File: config.mk
export PLATFORM = sky130hd
export DESIGN_NAME = mean_vec_match_flat
export DESIGN_NICKNAME = d
export VERILOG_FILES = /design/src/rtl/mean_vec_match_if.sv /design/src/rtl/mean_vec_match.sv /design/src/flat_wrapper.sv
export SDC_FILE = /design/constraint.sdc
export NUM_CORES = 2
export LEC_CHECK = 0
export CORE_MARGIN = 3
export CORE_UTILIZATION = 49
export CTS_BUF_LIST = sky130_fd_sc_hd__clkbuf_8
export DETAILED_ROUTE_END_ITERATION = 16
export SLEW_MARGIN = 20
export SYNTH_ARGS = -nofsm -noshare
export SYNTH_HDL_FRONTEND = slang
export SYNTH_SLANG_ARGS = --single-unit
File: constraint.sdc
create_clock -name clk -period 17 [get_ports clk]
set_clock_uncertainty 0.15 [all_clocks]
set_input_delay 2.55 -clock clk [delete_from_list [all_inputs] [get_ports clk]]
set_output_delay 2.55 -clock clk [all_outputs]
set_load 0.01 [all_outputs]
File: src/rtl/mean_vec_match_if.sv
// Bundle of sample, template-write and result signals for mean_vec_match.
// master drives samples/template writes, slave is the matcher.
interface mean_vec_match_if #(
  parameter int DATA_WIDTH = 9,
  parameter int IDX_WIDTH  = 2,
  parameter int DIST_WIDTH = 16
);
  logic                         i_valid;
  logic signed [DATA_WIDTH-1:0] i_data;
  logic                         tpl_wr_en;
  logic [IDX_WIDTH+4:0]         tpl_wr_addr;
  logic signed [DATA_WIDTH-1:0] tpl_wr_data;
  logic                         o_valid;
  logic [IDX_WIDTH-1:0]         o_index;
  logic [DIST_WIDTH-1:0]        o_dist;
  logic                         o_busy;
  logic                         o_overrun;

  modport master (
    output i_valid, i_data,
    output tpl_wr_en, tpl_wr_addr, tpl_wr_data,
    input  o_valid, o_index, o_dist,
    input  o_busy, o_overrun
  );

  modport slave (
    input  i_valid, i_data,
    input  tpl_wr_en, tpl_wr_addr, tpl_wr_data,
    output o_valid, o_index, o_dist,
    output o_busy, o_overrun
  );
endinterface

File: src/rtl/mean_vec_match.sv
// Collects a mean-sample vector and picks the nearest template by SAD.
// Optional reject threshold: define MEAN_VEC_MATCH_THRESH_EN.
module mean_vec_match #(
  parameter int DATA_WIDTH = 9,
  parameter int VEC_LEN    = 31,
  parameter int TPL_NUM    = 4,
  parameter int IDX_WIDTH  = 2,
  parameter int DIST_WIDTH = 16,
  parameter logic [DIST_WIDTH-1:0] DIST_THRESH = 16'd2000
) (
  input logic clk,
  input logic rst_n,
  mean_vec_match_if.slave bus
);
  localparam int AW    = IDX_WIDTH + 5;
  localparam int MEM_N = TPL_NUM * VEC_LEN;
  localparam int CW    = $clog2(VEC_LEN);

  typedef enum logic [3:0] {
    IDLE    = 4'b0001,
    COLLECT = 4'b0010,
    COMPARE = 4'b0100,
    OUTPUT  = 4'b1000
  } state_t;

  state_t                       state;
  logic [CW-1:0]                cnt;
  logic [CW-1:0]                elm;
  logic [IDX_WIDTH-1:0]         tpl;
  logic [AW-1:0]                ptr;
  logic [DIST_WIDTH-1:0]        acc;
  logic [DIST_WIDTH-1:0]        best;
  logic [IDX_WIDTH-1:0]         best_idx;
  logic signed [DATA_WIDTH-1:0] vec [VEC_LEN];
  logic signed [DATA_WIDTH-1:0] mem [MEM_N];

  logic signed [DATA_WIDTH:0]   diff;
  logic [DATA_WIDTH:0]          mag;
  logic [DIST_WIDTH-1:0]        acc_nx;
  logic                         last_e;
  logic                         last_t;
  logic                         wr_ok;

`ifndef MEAN_VEC_MATCH_THRESH_EN
  logic unused_thr;
  assign unused_thr = ^DIST_THRESH;
`endif

  // Absolute difference of the current element pair and running sum.
  always_comb begin
    diff = {vec[elm][DATA_WIDTH-1], vec[elm]}
         - {mem[ptr][DATA_WIDTH-1], mem[ptr]};
    mag = diff[DATA_WIDTH] ? -diff : diff;
    acc_nx = acc + {{(DIST_WIDTH-DATA_WIDTH-1){1'b0}}, mag};
    last_e = (elm == CW'(VEC_LEN-1));
    last_t = (tpl == IDX_WIDTH'(TPL_NUM-1));
    wr_ok = bus.tpl_wr_en && !bus.o_busy
         && (bus.tpl_wr_addr < AW'(MEM_N));
  end

  // Template memory: writable only while idle/collecting.
  always_ff @(posedge clk or negedge rst_n) begin
    if (!rst_n) begin
      for (int k = 0; k < MEM_N; k++) mem[k] <= '0;
    end else if (wr_ok) begin
      mem[bus.tpl_wr_addr] <= bus.tpl_wr_data;
    end
  end

  // Control FSM: collect vector, scan templates, publish best match.
  always_ff @(posedge clk or negedge rst_n) begin
    if (!rst_n) begin
      state         <= IDLE;
      cnt           <= '0;
      elm           <= '0;
      tpl           <= '0;
      ptr           <= '0;
      acc           <= '0;
      best          <= '0;
      best_idx      <= '0;
      bus.o_valid   <= 1'b0;
      bus.o_index   <= '0;
      bus.o_dist    <= '0;
      bus.o_busy    <= 1'b0;
      bus.o_overrun <= 1'b0;
      for (int k = 0; k < VEC_LEN; k++) vec[k] <= '0;
    end else begin
      bus.o_valid <= 1'b0;
      if (bus.i_valid && bus.o_busy) bus.o_overrun <= 1'b1;
      unique case (state)
        IDLE: begin
          if (bus.i_valid) begin
            vec[0] <= bus.i_data;
            cnt    <= CW'(1);
            state  <= COLLECT;
          end
        end
        COLLECT: begin
          if (bus.i_valid) begin
            vec[cnt] <= bus.i_data;
            if (cnt == CW'(VEC_LEN-1)) begin
              cnt        <= '0;
              elm        <= '0;
              tpl        <= '0;
              ptr        <= '0;
              acc        <= '0;
              bus.o_busy <= 1'b1;
              state      <= COMPARE;
            end else begin
              cnt <= cnt + 1'b1;
            end
          end
        end
        COMPARE: begin
          ptr <= ptr + 1'b1;
          if (last_e) begin
            elm <= '0;
            acc <= '0;
            tpl <= tpl + 1'b1;
            if (tpl == '0 || acc_nx < best) begin
              best     <= acc_nx;
              best_idx <= tpl;
            end
            if (last_t) state <= OUTPUT;
          end else begin
            elm <= elm + 1'b1;
            acc <= acc_nx;
          end
        end
        OUTPUT: begin
          bus.o_valid <= 1'b1;
          bus.o_dist  <= best;
`ifdef MEAN_VEC_MATCH_THRESH_EN
          bus.o_index <= (best > DIST_THRESH) ? '1 : best_idx;
`else
          bus.o_index <= best_idx;
`endif
          bus.o_busy  <= 1'b0;
          state       <= IDLE;
        end
        default: state <= IDLE;
      endcase
    end
  end
endmodule
File: src/flat_wrapper.sv
// flat-port wrapper written by rule: the top's interface ports become plain ports
module mean_vec_match_flat 
#(
  parameter int DATA_WIDTH = 9,
  parameter int VEC_LEN    = 31,
  parameter int TPL_NUM    = 4,
  parameter int IDX_WIDTH  = 2,
  parameter int DIST_WIDTH = 16,
  parameter logic [DIST_WIDTH-1:0] DIST_THRESH = 16'd2000
)
  (clk, rst_n, bus_i_valid, bus_i_data, bus_tpl_wr_en, bus_tpl_wr_addr, bus_tpl_wr_data, bus_o_valid, bus_o_index, bus_o_dist, bus_o_busy, bus_o_overrun);
  mean_vec_match_if #(.DATA_WIDTH(DATA_WIDTH), .IDX_WIDTH(IDX_WIDTH), .DIST_WIDTH(DIST_WIDTH)) bus_i ();
  input logic clk;
  input logic rst_n;
  input wire logic [$bits(bus_i.i_valid)-1:0] bus_i_valid;
  input wire logic [$bits(bus_i.i_data)-1:0] bus_i_data;
  input wire logic [$bits(bus_i.tpl_wr_en)-1:0] bus_tpl_wr_en;
  input wire logic [$bits(bus_i.tpl_wr_addr)-1:0] bus_tpl_wr_addr;
  input wire logic [$bits(bus_i.tpl_wr_data)-1:0] bus_tpl_wr_data;
  output wire logic [$bits(bus_i.o_valid)-1:0] bus_o_valid;
  output wire logic [$bits(bus_i.o_index)-1:0] bus_o_index;
  output wire logic [$bits(bus_i.o_dist)-1:0] bus_o_dist;
  output wire logic [$bits(bus_i.o_busy)-1:0] bus_o_busy;
  output wire logic [$bits(bus_i.o_overrun)-1:0] bus_o_overrun;
  assign bus_i.i_valid = bus_i_valid;
  assign bus_i.i_data = bus_i_data;
  assign bus_i.tpl_wr_en = bus_tpl_wr_en;
  assign bus_i.tpl_wr_addr = bus_tpl_wr_addr;
  assign bus_i.tpl_wr_data = bus_tpl_wr_data;
  assign bus_o_valid = bus_i.o_valid;
  assign bus_o_index = bus_i.o_index;
  assign bus_o_dist = bus_i.o_dist;
  assign bus_o_busy = bus_i.o_busy;
  assign bus_o_overrun = bus_i.o_overrun;
  mean_vec_match #(.DATA_WIDTH(DATA_WIDTH), .VEC_LEN(VEC_LEN), .TPL_NUM(TPL_NUM), .IDX_WIDTH(IDX_WIDTH), .DIST_WIDTH(DIST_WIDTH), .DIST_THRESH(DIST_THRESH)) u_core (.clk(clk), .rst_n(rst_n), .bus(bus_i));
endmodule
Yosys cells after proc, flatten, opt, wreduce, memory -nomap -nowiden
Index checks and enable logic that the tools add are counted.
- magnitude comparators: 8
- equal/unequal tests: 12
- add/subtract/negate cells: 7
- mux-type cells: 45
- reductions and logical operators: 18
- bitwise gates (word level): 4
- operator list (kind ; count):
    1116-bit bitwise mux ; 1
    279-bit bitwise mux ; 1
    279-bit two-way mux ; 1
    9-bit binary-select mux with 7-bit select ; 1
    9-bit demux with 7-bit select ; 1
    9-bit two-way mux ; 7
    16-bit two-way mux ; 3
    9-bit binary-select mux with 5-bit select ; 1
    9-bit demux with 5-bit select ; 1
    16-bit case mux with 2 select lines ; 1
    5-bit two-way mux ; 6
    4-bit two-way mux ; 5
    5-bit case mux with 2 select lines ; 2
    9-bit case mux with 2 select lines ; 1
    16-bit by 10-bit adder with 16-bit output ; 1
    8-bit greater-or-equal comparator, second input constant ; 2
    16-bit < comparator ; 1
    7-bit NOT with 8-bit output ; 2
    7-bit two-way mux ; 2
    7-bit case mux with 2 select lines ; 1
    6-bit greater-or-equal comparator, second input constant ; 2
    5-bit NOT with 6-bit output ; 2
    4-bit case mux with 3 select lines ; 1
    3-bit AND reduction ; 4
    29 further kinds ; 44
- input bits: 29
- register bits: 1473
- logic and storage cells: 262
- output and inout port bits: 21

Depth between registers and ports, before layout
- depth after elaboration: 11
- depth in mapped cells: 34

Worst setup path after synthesis
No wires, ideal clock.
- kind: register -> register
- start point: register u_core.ptr[0]
- end point: register u_core.best[12]
- stages on the path, launching flop included: 31
- library setup time: 0.125 ns
- path buffers: 7
- period minus slack after synthesis: 6.978 ns
- setup slack: 10.022 ns
- arrival time: 6.703 ns
- cells stage by stage: dfrtp_1 -> buf_6 -> buf_6 -> buf_6 -> buf_4 -> mux4_2 -> a221oi_1 -> o221ai_1 -> o22ai_1 -> ha_1 -> nor2b_1 -> o31ai_1 -> a21oi_1 -> a221o_1 -> clkbuf_1 -> a31oi_1 -> xor2_1 -> ha_1 -> o21ai_0 -> o21a_1 -> o31ai_1 -> and3_1 -> xor2_1 -> ha_1 -> nand4_1 -> nor3_1 -> a221oi_1 -> a22o_1 -> buf_6 -> buf_8 -> mux2_2
- cells in the longest elaborated chain, start to end: 11
- RTL lines (element ; RTL line ; RTL):
    from (decl) ; mean_vec_match.sv:30 ; logic [AW-1:0] ptr;
    from (signal assigned) ; mean_vec_match.sv:115 ; ptr <= ptr + 1'b1;
    7-bit NOT with 8-bit output (not written as such) * ; mean_vec_match.sv:52 ; - {mem[ptr][DATA_WIDTH-1], mem[ptr]};
    9-bit binary-select mux with 7-bit select * ; mean_vec_match.sv:52 ;
    9-bit two-way mux (not written as such) * (2 in a row) ; mean_vec_match.sv:52 ;
    9-bit by 9-bit subtractor with 10-bit output * ; mean_vec_match.sv:52 ;
    10-bit negator ; mean_vec_match.sv:53 ; mag = diff[DATA_WIDTH] ? -diff : diff;
    10-bit two-way mux * ; mean_vec_match.sv:53 ;
    16-bit by 10-bit adder with 16-bit output * ; mean_vec_match.sv:54 ; acc_nx = acc + {{(DIST_WIDTH-DATA_WIDTH-1){1'b0}}, mag};
    via u_core.acc_nx[12] ; mean_vec_match.sv:39 ; logic [DIST_WIDTH-1:0] acc_nx;
    16-bit < comparator ; mean_vec_match.sv:120 ; if (tpl == '0 || acc_nx < best) begin
    1-bit logical OR ; mean_vec_match.sv:120 ;
    3-bit AND reduction (no line) ; -- ;
    to (signal assigned) ; mean_vec_match.sv:121 ; best <= acc_nx;
    to (decl) ; mean_vec_match.sv:32 ; logic [DIST_WIDTH-1:0] best;
Mark *: on every way through the listed nets, which the timed path passes. The rest lies on a longest branch. The select of a mux whose other input is x is not followed.
A chain may end at the register's enable or synchronous reset.

Worst setup path in the final report
- start point: register u_core.ptr[0]
- end point: register u_core.best[9]
- cells in the longest elaborated chain, start to end: 11
- RTL lines (element ; RTL line):
    7-bit NOT with 8-bit output (not written as such) * ; mean_vec_match.sv:52
    9-bit binary-select mux with 7-bit select * ; mean_vec_match.sv:52
    9-bit two-way mux (not written as such) * (2 in a row) ; mean_vec_match.sv:52
    9-bit by 9-bit subtractor with 10-bit output * ; mean_vec_match.sv:52
    10-bit negator ; mean_vec_match.sv:53
    10-bit two-way mux * ; mean_vec_match.sv:53
    16-bit by 10-bit adder with 16-bit output * ; mean_vec_match.sv:54
    via u_core.acc_nx[12] ; mean_vec_match.sv:39
    16-bit < comparator * ; mean_vec_match.sv:120
    1-bit logical OR * ; mean_vec_match.sv:120
    3-bit AND reduction (no line) * ; --
Marked as above.

==> impl_metrics.toml <==
[clock_network]
clkSinkCount = 1473
cts-buffers-inserted = 241
cts.clk_slew.worst_paths_ns = 0.07
holdBufCountCts = 0
cts_max_level = 4
cts_max_path_buffers = 3
cts_setup_buffers = 0
cts-root-buf = "clkbuf_8"
clkLatencyLatePin_ns = 0.95
cts_resized = 0
cts_tree = "yes"

[floorplanning]
core_mm2 = 0.1380
start_util = 0.4957
die_w_um = 379.6
io_pins = 50
die_h_um = 379.6
num_rows = 136
dieArea_mm2 = 0.1441

[timing]
hold_viol_final = 0
worstMarginPinSlew_ns = 1.157
fin_crit_sh = 0.6088
rsz0062_at_grt = "no"
timing.fmax_mhz = 96.62
drv_slew = 0
fin_setup_tns_ns = 0
finalSetupViolations = 0
layout_min_cycle_time_ns = 10.35
max-slew-margin-rel = 0.2247

[logic_synthesis]
ys.flop_type = "dfrtp_1"
post-synth-top-area-cell = "dfrtp_1"
synth_seq_area_share = 0.5388
synth.top_cell.area_share = 0.5385
syn_area_per_cell_um2 = 15.15
synth_area_leaders = "dfrtp_1 (54%), mux2_2 (24%), mux4_2 (11%), mux2i_1 (1.5%), clkbuf_1 (1.1%)"
synth_cells = 4514
ys_seq_elements = 1473
synth_area_mm2 = 0.06841
synth_edf_count = 0
yosysWarnings = 0
yosysUniqueCellTypes = 76
synth_async_sr_flop_share = 1.000
synth_fp_nets = 4589

[critical_path]
crit-reg2reg-launch = "u_core.ptr[0]"
crit_arrival_ns = 11.00
critPathBufInv = 2
crit_start = "u_core.ptr[0]"
crit_type = "flop to flop"
cp_common_cell = "ha_1"
cpPeakStageDelay_ns = 0.85
worstPathMaxFanout = 87
worst_setup_path_end_kind = "flop"
start_kind = "flop"
cp.required_ns = 17.66
worst_path_dominant_cell_family = "compound AO/OA/AOI/OAI gates"
critPathSlowestCell = "a211oi_1"

[power]
leakagePower_nw = 35.94
power_density_mw_per_mm2 = 143.5
finalPower_w = 0.01085
vdd_drop_max_v = 0.0001706

[placed_design]
dpl.cell_count = 6188
dpl.hpwl_um = 111300
globalplace.congestion = 0.8160
port_buffers = 49

[drt]
drt_first_pass_iters = 5
drt-total-wl_um = 178300
via_per_inst = 6.041
detailroute.via_count = 40060
drt-initial-drc-count = 2597
wire_per_inst_um = 26.90
drcViolationCount = 0
ant_nets = 0

[final_layout]
mostFrequentLayoutCells = "dfrtp_1 (1466), mux2_2 (1429), clkbuf_8 (329)"
drive_gt1_frac = 0.4857
final_common_cell = "dfrtp_1"
nNetsFinal = 4644
syn_to_final_growth_pct = 10.47
instances_no_fill = 6631

[grt]
grtUsageTotal = 0.2484
grt.overflow.total = 0
grt_pass1_vias = 41870
grt_pass1_wl_um = 273900
grt_start_max_net_pins = 171
antenna_found_initial = 8

[flow_run]
cap_violations = 0

[hold_path]
hp-class = "flop to flop"
holdCritStartpoint = "u_core.bus.o_overrun"

[outcome]
status = "completed"
==> worst reg2reg max path, cell delays in order (launching register included) <==
cell and delay (ns):
dfrtp_4 0.80, buf_12 0.60, buf_4 0.93, nand2_1 0.50, o221ai_1 0.35, a211oi_1 0.11
a211oi_1 0.85, o32ai_1 0.38, ha_1 0.50, or2_2 0.30, a21oi_1 0.15, a21oi_1 0.08
a221o_1 0.45, a31oi_1 0.21, xor2_1 0.10, ha_1 0.38, o21ai_0 0.11, o21a_1 0.22
o31ai_1 0.66, and3_1 0.32, xor2_1 0.20, ha_1 0.26, nand4_1 0.11, nor3_1 0.08
a221oi_1 0.29, a22o_1 0.73, mux2_2 0.41
==> metal layers <==
layer | share of wire | track usage | up-vias
li1 | - | - | 17050
met1 | 0.48 | 0.3736 | 21810
met3 | 0.055 | 0.04937 | 266
met2 | 0.45 | 0.3706 | 931
met4 | 0.020 | 0.06250 | 2
met5 | 0.00011 | 0 | -
==> layout make-up <==
cell class | count | area (um^2)
fill | 11360 | 62430
sequential | 1473 | 36880
multi-input combinational | 2690 | 29970
clock buffer | 329 | 4528
tap | 1863 | 2331
timing repair buffer | 131 | 1161
clock inverter | 109 | 571.8
inverter | 32 | 120.1
antenna | 4 | 10.01
==> synth_stat cells, types with 18 or more instances <==
cell type and count:
o21ai_0 45, nand2_1 140, a21oi_1 44, a211oi_1 52, ha_1 44, mux2i_1 104
nor2b_1 24, mux4_2 320, dfrtp_1 1472, o22ai_1 18, clkbuf_1 198, buf_1 19
nand3_1 20, a22oi_1 45, nor2_2 55, mux2_2 1429, nor2_1 63, buf_6 23
a22o_1 41, xnor2_1 22, inv_1 32, buf_2 63
==> where the power goes <==
group          internal, W  switching, W
clock network      0.00175       0.00145
registers          0.00379      0.000256
logic              0.00151       0.00209
total              0.00705       0.00380
==> stage by stage <==
step | util | hold WS [ns] | instance area (um^2) | setup WS, ns
6_report | 0.5476 | 0.3196 | 75570 | 6.651
4_1_cts | 0.5474 | 0.3225 | 75540 | 6.541
3_3_place_gp | 0.5104 | 0.2928 | 70440 | 6.537
3_5_place_dp | 0.5104 | 0.3034 | 70440 | 6.572
5_1_grt | 0.5476 | 0.3579 | 75570 | 5.878
2_1_floorplan | - | 0.3022 | 68410 | 10.02
==> registers in the layout, indices dropped and copies added, names as in the netlist <==
signal and flops:
u_core.bus.o_valid 1, u_core.elm 5, u_core.ptr 7, u_core.bus.o_index 2
u_core.bus.o_overrun 1, u_core.acc 16, u_core.bus.o_busy 1, u_core.bus.o_dist 16
u_core.vec 279, u_core.cnt 5, u_core.tpl 2, u_core.mem 1116
u_core.best 16, u_core.state 4, u_core.best_idx 2
==> worst paths after layout <==
path | depth (start not counted) | endpoint | slack (ns)
setup / recovery | 26 | u_core.best[9] | 6.65
hold / removal | 1 | u_core.bus.o_overrun | 0.32
setup reg to reg | 26 | u_core.best[9] | 6.65
hold reg to reg | 1 | u_core.bus.o_overrun | 0.32
max in group asynchronous | 5 | u_core.mem[708] | 11.57
min in group asynchronous | 1 | u_core.mem[935] | 1.37
==> cell families after synthesis <==
group,after synthesis,share of synthesized area
AO/OA/AOI/OAI,331,0.03488
AND/OR/NAND/NOR,411,0.03109
flip-flops,1473,0.5388
multiplexers,1868,0.3583
buffers and inverters,351,0.02392
adder cells (fa/ha/maj),46,0.008633
XOR/XNOR,34,0.004353
Power figures use the tool's default switching activity.
